File: config.mk
export PLATFORM = sky130hd
export DESIGN_NAME = sdio_crc_lanes_flat
export DESIGN_NICKNAME = d
export VERILOG_FILES = /design/src/rtl/sdio_crc_lanes_if.sv /design/src/rtl/sdio_crc_lanes.sv /design/src/flat_wrapper.sv
export SDC_FILE = /design/constraint.sdc
export NUM_CORES = 1
export LEC_CHECK = 0
export BUFFER_PORTS_ARGS = -buffer_cell sky130_fd_sc_hd__buf_2
export CAP_MARGIN = 10
export CORE_MARGIN = 2
export CORE_UTILIZATION = 50
export CTS_CLUSTER_DIAMETER = 100
export CTS_CLUSTER_SIZE = 28
export DETAILED_ROUTE_END_ITERATION = 8
export PLACE_DENSITY = 0.77
export SKIP_LAST_GASP = 1
export SYNTH_ARGS = -nofsm -noshare
export SYNTH_HDL_FRONTEND = slang
export SYNTH_SLANG_ARGS = --single-unit
File: constraint.sdc
create_clock -name clk -period 2.25 [get_ports clk]
set_input_delay 0.1125 -clock clk [delete_from_list [all_inputs] [get_ports clk]]
set_output_delay 0.1125 -clock clk [all_outputs]
set_load 0.005 [all_outputs]
File: src/rtl/sdio_crc_lanes_if.sv
// Bus bundle for sdio_crc_lanes: block control, serial lanes and status.
// err_count is present only when SDIO_CRC_ERR_COUNT_EN is defined.
interface sdio_crc_lanes_if #(
    parameter int LANES     = 4,
    parameter int CRC_WIDTH = 16,
    parameter int LEN_W     = 13
) ();
    logic                       start;
    logic                       mode;
    logic [LEN_W-1:0]           block_len;
    logic                       en;
    logic [LANES-1:0]           din;
    logic [LANES-1:0]           dout;
    logic                       dout_valid;
    logic                       busy;
    logic                       done;
    logic [LANES-1:0]           crc_err;
    logic [LANES*CRC_WIDTH-1:0] crc;
`ifdef SDIO_CRC_ERR_COUNT_EN
    logic [7:0]                 err_count;
`endif

    modport master (
        output start, mode, block_len, en, din,
        input  dout, dout_valid, busy, done, crc_err, crc
`ifdef SDIO_CRC_ERR_COUNT_EN
        , input err_count
`endif
    );

    modport slave (
        input  start, mode, block_len, en, din,
        output dout, dout_valid, busy, done, crc_err, crc
`ifdef SDIO_CRC_ERR_COUNT_EN
        , output err_count
`endif
    );
endinterface

File: src/rtl/sdio_crc_lanes.sv
// Multi-lane serial CRC engine: per-lane LFSR, block sequencing, CRC generate or check.
// Optional saturating failed-block counter enabled by SDIO_CRC_ERR_COUNT_EN.
module sdio_crc_lanes #(
    parameter int                   LANES      = 4,
    parameter int                   CRC_WIDTH  = 16,
    parameter logic [CRC_WIDTH-1:0] POLYNOMIAL = 16'h1021,
    parameter logic [CRC_WIDTH-1:0] SEED       = '0,
    parameter int                   LEN_W      = 13
) (
    input logic              clk,
    input logic              rst_n,
    sdio_crc_lanes_if.slave  bus
);
    localparam int SH_W = (CRC_WIDTH > 1) ? $clog2(CRC_WIDTH) : 1;

    typedef enum logic [1:0] {StIdle, StData, StCrc} state_t;

    state_t                 state_q, state_d;
    logic [CRC_WIDTH-1:0]   crc_q [LANES];
    logic [CRC_WIDTH-1:0]   crc_d [LANES];
    logic [LEN_W-1:0]       cnt_q, cnt_d;
    logic [LEN_W-1:0]       len_q, len_d;
    logic [SH_W-1:0]        sh_q, sh_d;
    logic                   mode_q, mode_d;
    logic [LANES-1:0]       err_q, err_d;
    logic                   done_q, done_d;

    function automatic logic [CRC_WIDTH-1:0] crc_step(input logic [CRC_WIDTH-1:0] c,
                                                      input logic b);
        logic fb;
        fb = b ^ c[CRC_WIDTH-1];
        return {c[CRC_WIDTH-2:0], 1'b0} ^ (fb ? POLYNOMIAL : '0);
    endfunction

    always_comb begin
        state_d = state_q;
        crc_d   = crc_q;
        cnt_d   = cnt_q;
        len_d   = len_q;
        sh_d    = sh_q;
        mode_d  = mode_q;
        err_d   = err_q;
        done_d  = 1'b0;
        unique case (state_q)
            StIdle: begin
                if (bus.start) begin
                    for (int k = 0; k < LANES; k++) crc_d[k] = SEED;
                    err_d   = '0;
                    cnt_d   = '0;
                    sh_d    = '0;
                    len_d   = bus.block_len;
                    mode_d  = bus.mode;
                    state_d = (bus.block_len == '0) ? StCrc : StData;
                end
            end
            StData: begin
                if (bus.en) begin
                    for (int k = 0; k < LANES; k++) crc_d[k] = crc_step(crc_q[k], bus.din[k]);
                    if (cnt_q + LEN_W'(1) == len_q) begin
                        cnt_d   = '0;
                        sh_d    = '0;
                        state_d = StCrc;
                    end else begin
                        cnt_d = cnt_q + LEN_W'(1);
                    end
                end
            end
            StCrc: begin
                if (bus.en) begin
                    // Compare against the outgoing MSB before it is shifted away.
                    for (int k = 0; k < LANES; k++) begin
                        err_d[k] = err_q[k] | (mode_q & (bus.din[k] ^ crc_q[k][CRC_WIDTH-1]));
                        crc_d[k] = {crc_q[k][CRC_WIDTH-2:0], 1'b0};
                    end
                    if (sh_q == SH_W'(CRC_WIDTH - 1)) begin
                        sh_d    = '0;
                        done_d  = 1'b1;
                        state_d = StIdle;
                    end else begin
                        sh_d = sh_q + SH_W'(1);
                    end
                end
            end
            default: state_d = StIdle;
        endcase
    end

    always_ff @(posedge clk) begin
        if (!rst_n) begin
            state_q <= StIdle;
            for (int k = 0; k < LANES; k++) crc_q[k] <= SEED;
            cnt_q   <= '0;
            len_q   <= '0;
            sh_q    <= '0;
            mode_q  <= 1'b0;
            err_q   <= '0;
            done_q  <= 1'b0;
        end else begin
            state_q <= state_d;
            crc_q   <= crc_d;
            cnt_q   <= cnt_d;
            len_q   <= len_d;
            sh_q    <= sh_d;
            mode_q  <= mode_d;
            err_q   <= err_d;
            done_q  <= done_d;
        end
    end

    always_comb begin
        bus.busy       = (state_q != StIdle);
        bus.dout_valid = (state_q == StCrc) && !mode_q;
        bus.done       = done_q;
        bus.crc_err    = err_q;
        for (int k = 0; k < LANES; k++) begin
            bus.dout[k]                          = bus.dout_valid & crc_q[k][CRC_WIDTH-1];
            bus.crc[k*CRC_WIDTH +: CRC_WIDTH]    = crc_q[k];
        end
    end

`ifdef SDIO_CRC_ERR_COUNT_EN
    logic [7:0] err_count_q;

    // done_q and mode_q still describe the block that just finished.
    always_ff @(posedge clk) begin
        if (!rst_n) begin
            err_count_q <= 8'h00;
        end else if (done_q && mode_q && (|err_q) && (err_count_q != 8'hFF)) begin
            err_count_q <= err_count_q + 8'h01;
        end
    end

    assign bus.err_count = err_count_q;
`endif
endmodule

File: src/flat_wrapper.sv
// flat-port wrapper written by rule: the top's interface ports become plain ports
module sdio_crc_lanes_flat 
#(
    parameter int                   LANES      = 4,
    parameter int                   CRC_WIDTH  = 16,
    parameter logic [CRC_WIDTH-1:0] POLYNOMIAL = 16'h1021,
    parameter logic [CRC_WIDTH-1:0] SEED       = '0,
    parameter int                   LEN_W      = 13
)
  (clk, rst_n, bus_start, bus_mode, bus_block_len, bus_en, bus_din, bus_dout, bus_dout_valid, bus_busy, bus_done, bus_crc_err, bus_crc);
  sdio_crc_lanes_if #(.LANES(LANES), .CRC_WIDTH(CRC_WIDTH), .LEN_W(LEN_W)) bus_i ();
  input logic clk;
  input logic rst_n;
  input wire logic [$bits(bus_i.start)-1:0] bus_start;
  input wire logic [$bits(bus_i.mode)-1:0] bus_mode;
  input wire logic [$bits(bus_i.block_len)-1:0] bus_block_len;
  input wire logic [$bits(bus_i.en)-1:0] bus_en;
  input wire logic [$bits(bus_i.din)-1:0] bus_din;
  output wire logic [$bits(bus_i.dout)-1:0] bus_dout;
  output wire logic [$bits(bus_i.dout_valid)-1:0] bus_dout_valid;
  output wire logic [$bits(bus_i.busy)-1:0] bus_busy;
  output wire logic [$bits(bus_i.done)-1:0] bus_done;
  output wire logic [$bits(bus_i.crc_err)-1:0] bus_crc_err;
  output wire logic [$bits(bus_i.crc)-1:0] bus_crc;
  assign bus_i.start = bus_start;
  assign bus_i.mode = bus_mode;
  assign bus_i.block_len = bus_block_len;
  assign bus_i.en = bus_en;
  assign bus_i.din = bus_din;
  assign bus_dout = bus_i.dout;
  assign bus_dout_valid = bus_i.dout_valid;
  assign bus_busy = bus_i.busy;
  assign bus_done = bus_i.done;
  assign bus_crc_err = bus_i.crc_err;
  assign bus_crc = bus_i.crc;
  sdio_crc_lanes #(.LANES(LANES), .CRC_WIDTH(CRC_WIDTH), .POLYNOMIAL(POLYNOMIAL), .SEED(SEED), .LEN_W(LEN_W)) u_core (.clk(clk), .rst_n(rst_n), .bus(bus_i));
endmodule
==> Word-level counts from Yosys, hierarchy flattened <==
Index checks and enable logic that the tools add are counted.
{ "word_totals": {"word_cells": 85, "output_inout_bits": 75, "register_bits": 102} }
{ "op_classes": {"addsub": 2, "bitwise": 20, "n_mux": 28, "eq_ne": 9, "reduce_logical": 15} }
{ "ops": {"columns": ["cell", "n"], "rows": [
  ["64-bit 2-to-1 mux", 3],
  ["64-bit one-hot mux with 3 select lines", 1],
  ["13-bit 2-to-1 mux", 7],
  ["16-bit bitwise XOR", 4],
  ["13-bit one-hot mux with 2 select lines", 1],
  ["4-bit 2-to-1 mux", 6],
  ["13-bit by 1-bit adder with 13-bit output, second input constant", 1],
  ["13-bit == test", 1],
  ["13-bit logical NOT", 1],
  ["2-bit 2-to-1 mux", 6],
  ["4-bit one-hot mux with 3 select lines", 1],
  ["5-bit AND reduction", 2],
  ["3-bit AND reduction", 3],
  ["1-bit AND", 8],
  ["4-bit one-hot mux with 2 select lines", 1],
  ["2-bit inequality test, second input constant", 3],
  ["2-bit one-hot mux with 3 select lines", 1],
  ["2-bit nonzero test", 3],
  ["4-bit by 1-bit adder with 4-bit output, second input constant", 1],
  ["4-bit == test, second input constant", 1],
  ["2-bit by 1-bit inequality test with 1-bit output, second input constant", 2],
  ["1-bit bitwise OR", 4],
  ["4-bit AND reduction", 1],
  ["1-bit bitwise XOR", 4],
  ["other kinds (8)", 8]
]} }

==> Longest topological paths before layout <==
Gate-level depths: netlist of run 1.
{ "depth": {"ltp_word": 5, "depth_mapped": 9, "ltp_nobuf": 8} }

==> Worst setup path after synthesis of run 1 <==
OpenSTA, ideal clock, no wires.
{ "synth_timing": {"kind": "register to register", "from": "register u_core.cnt_q[0]", "to": "register u_core.sh_q[2]", "arrival_ns": 2.386, "setup_ns": 0.075, "t_required_ns": 2.175, "stages_incl_launch_ff": 8, "setup_slack_ns": -0.211, "period_less_slack_ns": 2.461, "cell_sequence": "dfxtp_1 -> ha_1 -> nand3_2 -> or3_1 -> a221oi_2 -> a31oi_4 -> or4_1 -> o22ai_1"} }
{ "synth_via": {"elab_chain_len": 4} }
{ "synth_lines": {"columns": ["item", "line", "text"], "rows": [
  ["start, declared", "sdio_crc_lanes.sv:21", "logic [LEN_W-1:0] cnt_q, cnt_d;"],
  ["start signal, assigned", "sdio_crc_lanes.sv:101", "cnt_q <= cnt_d;"],
  ["13-bit by 1-bit adder with 13-bit output", "sdio_crc_lanes.sv:59", "if (cnt_q + LEN_W'(1) == len_q) begin"],
  ["13-bit == test", "sdio_crc_lanes.sv:59", null],
  ["2-bit by 1-bit inequality test with 1-bit output (no line)", null, null],
  ["5-bit AND reduction (no line)", null, null],
  ["end signal, assigned", "sdio_crc_lanes.sv:94", "sh_q <= '0;"],
  ["end signal, assigned", "sdio_crc_lanes.sv:103", "sh_q <= sh_d;"],
  ["end, declared", "sdio_crc_lanes.sv:23", "logic [SH_W-1:0] sh_q, sh_d;"]
]} }
Every way passes these cells.
A chain may end at the register's enable or synchronous reset.

==> Final worst setup path of run 1 <==
{ "layout_timing": {"from": "register u_core.cnt_q[9]", "to": "register u_core.sh_q[2]"} }
Same word-level chain as after synthesis.

==> impl_metrics.env, run 1 <==
export IMPL_status="finished with violations"
export IMPL_violations="negative setup slack"
export IMPL_synth_top_family_by_area="simple AND/OR/NAND/NOR gates"
export IMPL_track_usage_pct=23.4
export IMPL_tightest_slew_ns=0.620
export IMPL_grt_pass1_wl_mm=19.5
export IMPL_fill_cells=717
export IMPL_hold_viol=0
export IMPL_highest_layer="met4"
export IMPL_synth_area_mux_share_pct=1.89
export IMPL_hold_depth=3
export IMPL_clkSlewWorstSetupHoldPaths_ns=0.11
export IMPL_worst_slack_ns=-0.0217
export IMPL_syn_avg_cell_area_um2=8.86
export IMPL_finClkSkew_ns=0.0188
export IMPL_synth_top_area_share_pct=42.9
export IMPL_r2r_end="u_core.sh_q[2]"
export IMPL_reg2reg_from="u_core.cnt_q[9]"
export IMPL_core_um2=9240
export IMPL_htree_levels=3
export IMPL_cts_buffers=9
export IMPL_tns_ns=-0.0217
export IMPL_synth_ff_latch_count=102
export IMPL_place_gp_congestion=0.861
export IMPL_ir_worst_vdd_uv=479
export IMPL_ioPinCount=97
export IMPL_synth_distinct_cells=55
export IMPL_portBuffers=96
export IMPL_synth_compound_area_share_pct=22.3
export IMPL_synthArstFlopShare_pct=0
export IMPL_grt_pass1_vias=4006
export IMPL_root_buffer="clkbuf_8"
export IMPL_clock_sinks=102
export IMPL_rsz0062_at_grt="yes"
export IMPL_area_growth_pct=29.0
export IMPL_syn_nets=565
export IMPL_max_clock_freq_ghz=0.440
export IMPL_p_leak_nw=2.41
export IMPL_drv_slew=0
export IMPL_drive_gt1_share_pct=30.8
export IMPL_internal_power_mw=3.08
export IMPL_switching_share_pct=38.7
export IMPL_ys_warn_count=0
export IMPL_wl_met2_mm=5.90
export IMPL_regToRegSetupSlack_ns=-0.02
export IMPL_hpwl_mm=8.57
export IMPL_post_route_period_util_pct=101
export IMPL_synthTopCellsByArea="dfxtp_1 (43%), a22oi_1 (9.5%), nor2b_1 (8.8%)"
export IMPL_yosys_area_top_type="dfxtp_1"
export IMPL_grt_max_degree=65
export IMPL_rows=35
export IMPL_met3_length_um=667
export IMPL_whs_ns=0.00413
export IMPL_drt_iter0_markers=237
export IMPL_synthSimpleGateAreaFrac_pct=23.4
export IMPL_antenna_found_initial=0
export IMPL_required_ns=2.55
export IMPL_path_max_fanout=6
export IMPL_cts_tree="yes"
export IMPL_die_w_um=102
export IMPL_seqPwrFrac_pct=39.4
export IMPL_drtAntennaViolNets=0
export IMPL_nets=695
export IMPL_power_density_nw_per_um2=820
export IMPL_antennaDiodeCount=0
export IMPL_period_needed_ns=2.27
export IMPL_hold_path_class="in -> reg"
export IMPL_startpoint="u_core.cnt_q[9]"
export IMPL_combinationalPowerShare_pct=36.1
export IMPL_regArea_um2=2070
export IMPL_drt_first_pass_iters=4
export IMPL_cts_buffer_depth=2
export IMPL_start_util_pct=51.5
export IMPL_synthesis_instances=537
export IMPL_clk_latency_ns=0.37
export IMPL_multiInputGateArea_um2=2670
export IMPL_totalWireLength_mm=12.4
export IMPL_reg2regPathDepth=9
export IMPL_wl_met1_mm=5.64
export IMPL_pwr_share_clk_pct=24.5
export IMPL_critPathKind="reg -> reg"
export IMPL_die_y_um=102
export IMPL_hp_start="bus_block_len[6]"
export IMPL_synth_fa_ha_area_share_pct=1.58
export IMPL_die_area_um2=10300
export IMPL_drc_errors=0
export IMPL_power_switching_mw=1.95
export IMPL_setup_violations=1
export IMPL_hold_end="u_core.len_q[6]"
export IMPL_relSlewSlack_pct=58.6
export IMPL_viasPerCell=5.63
export IMPL_yosysSeqAreaShare_pct=42.9
export IMPL_start_kind="flop"
export IMPL_yosys_area_share_xor_xnor_pct=3.50
export IMPL_drt_wirelength_per_cell_um=15.5
export IMPL_arrival_ns=2.57
export IMPL_ys_flop_type="dfxtp_1"
export IMPL_synth_area_um2=4760
export IMPL_endpoint_kind="flop"
export IMPL_p_total_mw=5.03
export IMPL_max_cap_violations=0
export IMPL_synth_edff_count=0
export IMPL_grt_overflow_total=0
export IMPL_via_count=4513
[worst max path at each step]
stage,cells past startpoint,to,slack [ns]
after global placement,8,u_core.sh_q[2],-0.04
after floorplan,8,u_core.sh_q[2],0.004
after CTS,9,u_core.sh_q[2],-0.02
after detailed placement,9,u_core.sh_q[2],-0.10
final,9,u_core.sh_q[2],-0.02
after global routing,8,u_core.sh_q[2],-0.09
[placed cells by master, fill, tap and decap left out, types with 6 or more instances in the layout]
master / synthesis / final
a21boi_0: 15 / 15
a31oi_1: 6 / 6
nor2b_1: 67 / 67
a22oi_1: 60 / 60
dfxtp_1: 102 / 92
clkbuf_8: 0 / 9
buf_2: 5 / 96
xnor2_1: 13 / 11
nor2_1: 25 / 23
mux2i_1: 9 / 9
nand2_1: 51 / 51
o211ai_1: 6 / 6
o21ai_0: 9 / 7
buf_4: 0 / 53
inv_1: 13 / 13
nor3_1: 9 / 6
nand2b_1: 8 / 8
nand4_1: 7 / 7
and2_1: 6 / 6
a21oi_1: 16 / 15
nand3_1: 10 / 9
o31ai_1: 6 / 6
dlygate4sd3_1: 0 / 6
[cell type report]
type                    instances  share of cell area [%]
multi-input cells             383                    43.5
inverters                      13                   0.795
well taps                     129                    2.63
repair buffers                158                    15.9
flip-flops and latches        102                    33.7
clock buffers                   9                    2.02
clock inverters                 7                    1.45
[registers in the layout, summed over array words and instances, names as in the netlist]
name	count
u_core.bus.crc	64
u_core.cnt_q	13
u_core.len_q	13
u_core.bus.crc_err	4
u_core.sh_q	4
u_core.state_q	2
u_core.bus.done	1
u_core.mode_q	1
[kinds of logic (layout without fill, tap and decap cells)]
group | Yosys count | after routing
buffers and inverters | 52 | 187
and+or+nand+nor | 205 | 205
adders and majority gates | 6 | 6
xor gates and xnor gates | 19 | 19
AOI/OAI and AO/OA | 144 | 144
muxes | 9 | 9
DFF | 102 | 102
[worst max-delay path, stage by stage (launching register included)]
cell and delay (ns):
dfxtp_4 0.39, buf_4 0.11, and4_1 0.23, nand3_2 0.11
xnor2_1 0.17, a221oi_4 0.33, buf_6 0.16, a31oi_4 0.10
or4_1 0.48, o22ai_1 0.12
[metal layers]
layer | up-vias | GRT usage, %
li1 | 2183 | -
met2 | 143 | 37.3
met3 | 21 | 4.35
met5 | - | 0
met4 | 0 | 6.65
met1 | 2166 | 32.5
[power groups by stage]
stage,logic [mW],clock network [mW],registers (mW)
finish,1.82,1.23,1.98
global route,1.97,1.32,1.99
CTS,1.63,1.25,1.97
detailed placement,1.59,0,2.02
global placement,1.56,0,2.01
floorplan,1.11,0,2.00
[stage by stage]
step                      utilization, %  area (µm²)  setup WS (ns)  cells
after floorplan                        -        4780        0.00417    537
after global placement              61.0        5640        -0.0365    772
after detailed placement            61.0        5640         -0.104    772
after CTS                           64.5        5960        -0.0163    795
after global routing                66.4        6140        -0.0923    801
final                               66.4        6140        -0.0217    801
[Yosys cell counts, drive strengths merged, types with 11 or more instances]
library cell / count
a21boi: 15
a21oi: 16
a22oi: 60
buf: 11
clkbuf: 28
dfxtp: 102
inv: 13
nand2: 51
nand3: 13
nor2: 26
nor2b: 67
xnor2: 13
[what timing repair did]
item,CTS,global route
setup buffers,1,5
gates resized for setup,13,35
pin swaps,3,7
endpoints found under the setup margin,7,71
endpoints found under the hold margin,6,0
gates cloned,0,1
hold buffers,6,0
(Power assumes the default switching activity.)
==> run 2: changes to the inputs <==
--- a/config.mk
+++ b/config.mk
@@ -12,7 +12,7 @@
 export CTS_CLUSTER_DIAMETER = 100
 export CTS_CLUSTER_SIZE = 28
 export DETAILED_ROUTE_END_ITERATION = 8
-export PLACE_DENSITY = 0.77
+export PLACE_DENSITY_LB_ADDON = 0.3
 export SKIP_LAST_GASP = 1
 export SYNTH_ARGS = -nofsm -noshare
 export SYNTH_HDL_FRONTEND = slang
==> run 2 against run 1 <==
Effect of this change:
- the flow still finishes with violations (negative setup slack)
- total power increased by 0.71%
- clock power decreased by 6%
- critical path depth increased by 1
- highest routed layer unchanged
- critical endpoint unchanged
- fmax decreased by 1.0%
- sequential power about the same
- count of clock-buffer cells in the layout unchanged
- routed wire length increased by 5.0%
- via count about the same
- die area unchanged
- largest power group unchanged
==> impl_metrics.env, run 2 (synthesis results as in run 1) <==
export IMPL_arrival_ns=2.60
export IMPL_grt_pass1_vias=4136
export IMPL_fill_cells=751
export IMPL_hp_start="bus_block_len[10]"
export IMPL_cts_buffers=9
export IMPL_cts_tree="yes"
export IMPL_reg2reg_from="u_core.cnt_q[0]"
export IMPL_hold_path_class="in -> reg"
export IMPL_drt_iter0_markers=205
export IMPL_tns_ns=-0.0452
export IMPL_drc_errors=0
export IMPL_largest_reg_flops=64
export IMPL_totalWireLength_mm=13.0
export IMPL_clock_sinks=102
export IMPL_drv_slew=0
export IMPL_finalNonFillerCells=811
export IMPL_hold_viol=0
export IMPL_seqPwrFrac_pct=39.3
export IMPL_clk_latency_ns=0.37
export IMPL_hold_depth=3
export IMPL_drt_wirelength_per_cell_um=16.1
export IMPL_start_kind="flop"
export IMPL_drtAntennaViolNets=0
export IMPL_hold_end="u_core.len_q[10]"
export IMPL_relSlewSlack_pct=55.9
export IMPL_finClkSkew_ns=0.0165
export IMPL_critPathKind="reg -> reg"
export IMPL_portBuffers=96
export IMPL_place_gp_congestion=0.905
export IMPL_final_common_cell="buf_2"
export IMPL_via_count=4515
export IMPL_htree_levels=3
export IMPL_track_usage_pct=24.8
export IMPL_regToRegSetupSlack_ns=-0.05
export IMPL_post_place_cells=776
export IMPL_path_max_fanout=5
export IMPL_max_cap_violations=0
export IMPL_regArea_um2=2060
export IMPL_nets=705
export IMPL_drive_gt1_share_pct=31.2
export IMPL_die_y_um=102
export IMPL_reg2regPathDepth=10
export IMPL_layout_common_cells="buf_2 (96), dfxtp_1 (95), nor2b_1 (67)"
export IMPL_setup_violations=1
export IMPL_antenna_found_initial=0
export IMPL_core_um2=9240
export IMPL_final_core_util_pct=66.8
export IMPL_max_clock_freq_ghz=0.436
export IMPL_r2r_end="u_core.sh_q[2]"
export IMPL_grt_overflow_total=0
export IMPL_whs_ns=0.0194
export IMPL_rsz0062_at_grt="yes"
export IMPL_status="finished with violations"
export IMPL_grt_pass1_wl_mm=20.4
export IMPL_combinationalPowerShare_pct=37.8
export IMPL_p_leak_nw=2.43
export IMPL_root_buffer="clkbuf_8"
export IMPL_violations="negative setup slack"
export IMPL_ioPinCount=97
export IMPL_ir_worst_vdd_uv=460
export IMPL_pwr_share_clk_pct=22.9
export IMPL_power_switching_mw=1.99
export IMPL_power_density_nw_per_um2=821
export IMPL_cts_buffer_depth=2
export IMPL_post_route_period_util_pct=102
export IMPL_die_w_um=102
export IMPL_place_area_um2=5670
export IMPL_period_needed_ns=2.30
export IMPL_internal_power_mw=3.07
export IMPL_multiInputGateArea_um2=2670
export IMPL_worst_slack_ns=-0.0452
export IMPL_grt_max_degree=49
export IMPL_required_ns=2.56
export IMPL_viasPerCell=5.57
export IMPL_area_growth_pct=29.8
export IMPL_endpoint_kind="flop"
export IMPL_tightest_slew_ns=0.662
export IMPL_die_area_um2=10300
export IMPL_hpwl_mm=9.18
export IMPL_drt_first_pass_iters=7
export IMPL_start_util_pct=51.5
export IMPL_switching_share_pct=39.3
export IMPL_clkSlewWorstSetupHoldPaths_ns=0.11
export IMPL_rows=35
export IMPL_design_area_um2=6170
export IMPL_antennaDiodeCount=0
run 2: metrics by stage:
| stage | power, mW | setup WS, ns |
|---|---|---|
| 2_1_floorplan | 3.10 | 0.00417 |
| 3_3_place_gp | 3.61 | -0.0266 |
| 3_5_place_dp | 3.67 | -0.119 |
| 4_1_cts | 4.86 | -0.0635 |
| 5_1_grt | 5.34 | -0.133 |
| 6_report | 5.07 | -0.0452 |
run 2: power by group through the flow:
stage / logic [mW] / clock network (mW) / registers [mW]
after floorplan: 1.11 / 0 / 2.00
after global placement: 1.59 / 0 / 2.02
after detailed placement: 1.64 / 0 / 2.03
after CTS: 1.69 / 1.19 / 1.98
after global routing: 2.09 / 1.25 / 2.00
final: 1.92 / 1.16 / 1.99
run 2: timing repair:
| action | in CTS | in global routing |
|---|---|---|
| endpoints found under the setup margin | 16 | 51 |
| resized for setup | 16 | 24 |
| hold buffers | 6 | 0 |
| pin swaps | 2 | 15 |
| hold endpoints to repair | 6 | 0 |
| buffers inserted | 3 | 10 |
run 2: routing by layer:
layer / track usage [%] / share of wire [%] / up-vias
met5: 0 / 0 / -
met4: 8.73 / 1.5 / 0
met3: 3.73 / 4.5 / 17
met2: 39.3 / 49 / 118
met1: 34.4 / 45 / 2179
li1: - / - / 2201
run 2: worst max-delay path, cell delays in order, from the launching register on:
cell and delay (ns):
dfxtp_4 0.39, ha_4 0.16, and3_4 0.18, buf_6 0.11
nand3_4 0.10, xnor2_4 0.15, nor4_4 0.26, buf_4 0.19
a31oi_4 0.09, or4_1 0.48, o22ai_1 0.12
run 2: final cells by class:
type / count / share of cell area, %
clock inverter: 7 / 1.26
sequential: 102 / 33.3
tap: 129 / 2.61
timing repair buffer: 168 / 16.8
inverter: 13 / 0.790
multi-input combinational: 383 / 43.2
clock buffer: 9 / 2.01
run 2: how the worst max path moves through the flow:
stage / startpoint / end / depth (start not counted)
2_1_floorplan: u_core.cnt_q[0] / u_core.sh_q[2] / 8
3_3_place_gp: u_core.cnt_q[2] / u_core.sh_q[2] / 8
3_5_place_dp: u_core.cnt_q[9] / u_core.state_q[0] / 9
4_1_cts: u_core.cnt_q[1] / u_core.sh_q[2] / 9
5_1_grt: u_core.cnt_q[0] / u_core.sh_q[2] / 10
6_report: u_core.cnt_q[0] / u_core.sh_q[2] / 10
==> run 3: changes to the inputs <==
--- a/config.mk
+++ b/config.mk
@@ -12,7 +12,7 @@
 export CTS_CLUSTER_DIAMETER = 100
 export CTS_CLUSTER_SIZE = 28
 export DETAILED_ROUTE_END_ITERATION = 8
-export PLACE_DENSITY_LB_ADDON = 0.3
+export PLACE_DENSITY = 0.76
 export SKIP_LAST_GASP = 1
 export SYNTH_ARGS = -nofsm -noshare
 export SYNTH_HDL_FRONTEND = slang
==> run 3 against run 2 <==
Effect of this change:
- the run still ends with negative setup slack left
- utilization decreased by 1.3 points
- sequential share of layout area increased by 0.61 points
- register-to-register slack got worse by 0.02 ns
- via count decreased by 1.8%
- critical path depth decreased by 1
- die area unchanged
- clock power about the same
- critical endpoint unchanged
==> impl_metrics.env, run 3 (synthesis results as in run 1) <==
export IMPL_status="finished with violations"
export IMPL_violations="negative setup slack"
export IMPL_hpwl_mm=8.88
export IMPL_finClkSkew_ns=0.0134
export IMPL_cts_tree="yes"
export IMPL_grt_max_degree=53
export IMPL_start_util_pct=51.5
export IMPL_tightest_slew_ns=0.829
export IMPL_cts_buffers=9
export IMPL_die_w_um=102
export IMPL_clkSlewWorstSetupHoldPaths_ns=0.11
export IMPL_drive_gt1_share_pct=30.4
export IMPL_place_gp_congestion=0.882
export IMPL_critical_path_top_delay_family="simple AND/OR/NAND/NOR gates"
export IMPL_via_count=4435
export IMPL_drc_errors=0
export IMPL_worst_slack_ns=-0.0630
export IMPL_critPathBufInv=1
export IMPL_drtAntennaViolNets=0
export IMPL_design_area_um2=6060
export IMPL_viasPerCell=5.57
export IMPL_post_route_period_util_pct=103
export IMPL_ir_worst_vdd_uv=555
export IMPL_p_leak_nw=2.37
export IMPL_relSlewSlack_pct=44.5
export IMPL_period_needed_ns=2.31
export IMPL_grt_pass1_wl_mm=19.4
export IMPL_setup_violations=7
export IMPL_fill_cells=792
export IMPL_htree_levels=3
export IMPL_drv_slew=0
export IMPL_crit_chain="ha_4, nand3_4, o32ai_2, o2111ai_2, nor4_4, buf_4, a31oi_4, or4_1, o22ai_1"
export IMPL_cts_buffer_depth=2
export IMPL_start_kind="flop"
export IMPL_drt_iter0_markers=294
export IMPL_critPathKind="reg -> reg"
export IMPL_clk_latency_ns=0.36
export IMPL_antenna_found_initial=0
export IMPL_place_area_um2=5680
export IMPL_tns_ns=-0.180
export IMPL_die_area_um2=10300
export IMPL_portBuffers=96
export IMPL_clock_sinks=102
export IMPL_rsz0062_at_grt="yes"
export IMPL_reg2regPathDepth=9
export IMPL_whs_ns=0.0115
export IMPL_track_usage_pct=23.4
export IMPL_die_y_um=102
export IMPL_path_max_fanout=5
export IMPL_max_stage_delay_ns=0.43
export IMPL_hold_viol=0
export IMPL_final_core_util_pct=65.5
export IMPL_grt_pass1_vias=4041
export IMPL_largest_reg_flops=64
export IMPL_place_worst_setup_slack_ns=-0.0986
export IMPL_root_buffer="clkbuf_8"
export IMPL_layout_common_cells="buf_2 (96), dfxtp_1 (95), nor2b_1 (67)"
export IMPL_path_depth=9
export IMPL_rows=35
export IMPL_hold_depth=3
export IMPL_final_common_cell="buf_2"
export IMPL_ioPinCount=97
export IMPL_required_ns=2.54
export IMPL_drt_wirelength_per_cell_um=15.8
export IMPL_arrival_ns=2.60
export IMPL_drt_first_pass_iters=7
export IMPL_max_cap_violations=0
export IMPL_hold_path_class="in -> reg"
export IMPL_area_growth_pct=27.3
export IMPL_endpoint_kind="flop"
export IMPL_power_density_nw_per_um2=825
export IMPL_antennaDiodeCount=0
export IMPL_core_um2=9240
export IMPL_grt_overflow_total=0
export IMPL_cpMaxStageDelayCell="or4_1"
export IMPL_max_clock_freq_ghz=0.432
export IMPL_totalWireLength_mm=12.6
export IMPL_nets=691
## run 3: changes by cell type in the layout (fill, tap and decap cells not counted), sizes merged
cell / change
dlygate4sd3: -4
clkinv: -2
buf: -10
clkbuf: +1
## run 3: layout make-up
cell class	count	area, µm²	share of cell area [%]
Sequential cell	102	2060	33.9
Timing Repair Buffer	154	957	15.8
Multi-Input combinational cell	383	2650	43.7
Clock buffer	10	138	2.27
Clock inverter	5	50.0	0.826
Inverter	13	48.8	0.806
Tap cell	129	161	2.67
## run 3: final timing paths
check	startpoint	end	slack, ns
worst max-delay path	u_core.cnt_q[0]	u_core.sh_q[2]	-0.06
worst min-delay path	bus_block_len[6]	u_core.len_q[6]	0.01
worst max register to register	u_core.cnt_q[0]	u_core.sh_q[2]	-0.06
worst min register to register	u_core.bus.crc_err[0]	u_core.bus.crc_err[0]	0.48
## run 3: where the power goes
part | internal, mW | switching, mW
combinational | 0.703 | 1.18
clock | 0.453 | 0.686
sequential | 1.89 | 0.0811
total | 3.05 | 1.95
## run 3: worst register-to-register path, delay by kind of cell (launching register included)
family	cells	cell delay (ns)
AO/OA/AOI/OAI	4	0.67
adder cells (fa/ha/maj)	1	0.17
AND/OR/NAND/NOR	3	0.84
flip-flops	1	0.39
buffers and inverters	1	0.18
## run 3: timing repair
| action | in CTS | in global routing |
|---|---|---|
| buffers inserted | 2 | 2 |
| pin swaps | 2 | 17 |
| hold buffers | 2 | 0 |
| endpoints found under the setup margin | 14 | 28 |
| endpoints found under the hold margin | 2 | 0 |
| gates resized for setup | 13 | 22 |
## run 3: per-stage QoR
stage               std cells  power (mW)
detailed placement        775        3.72
global route              796        5.26
floorplan                 537        3.10
CTS                       794        4.87
global placement          775        3.67
finish                    796        5.00
## run 3: per-layer routing
layer / vias to the layer above / global-route usage [%] / wire length (µm)
li1: 2176 / - / -
met1: 2103 / 32.8 / 5900
met2: 141 / 37.1 / 5920
met3: 15 / 3.80 / 632
met4: 0 / 6.86 / 146
met5: - / 0 / 0
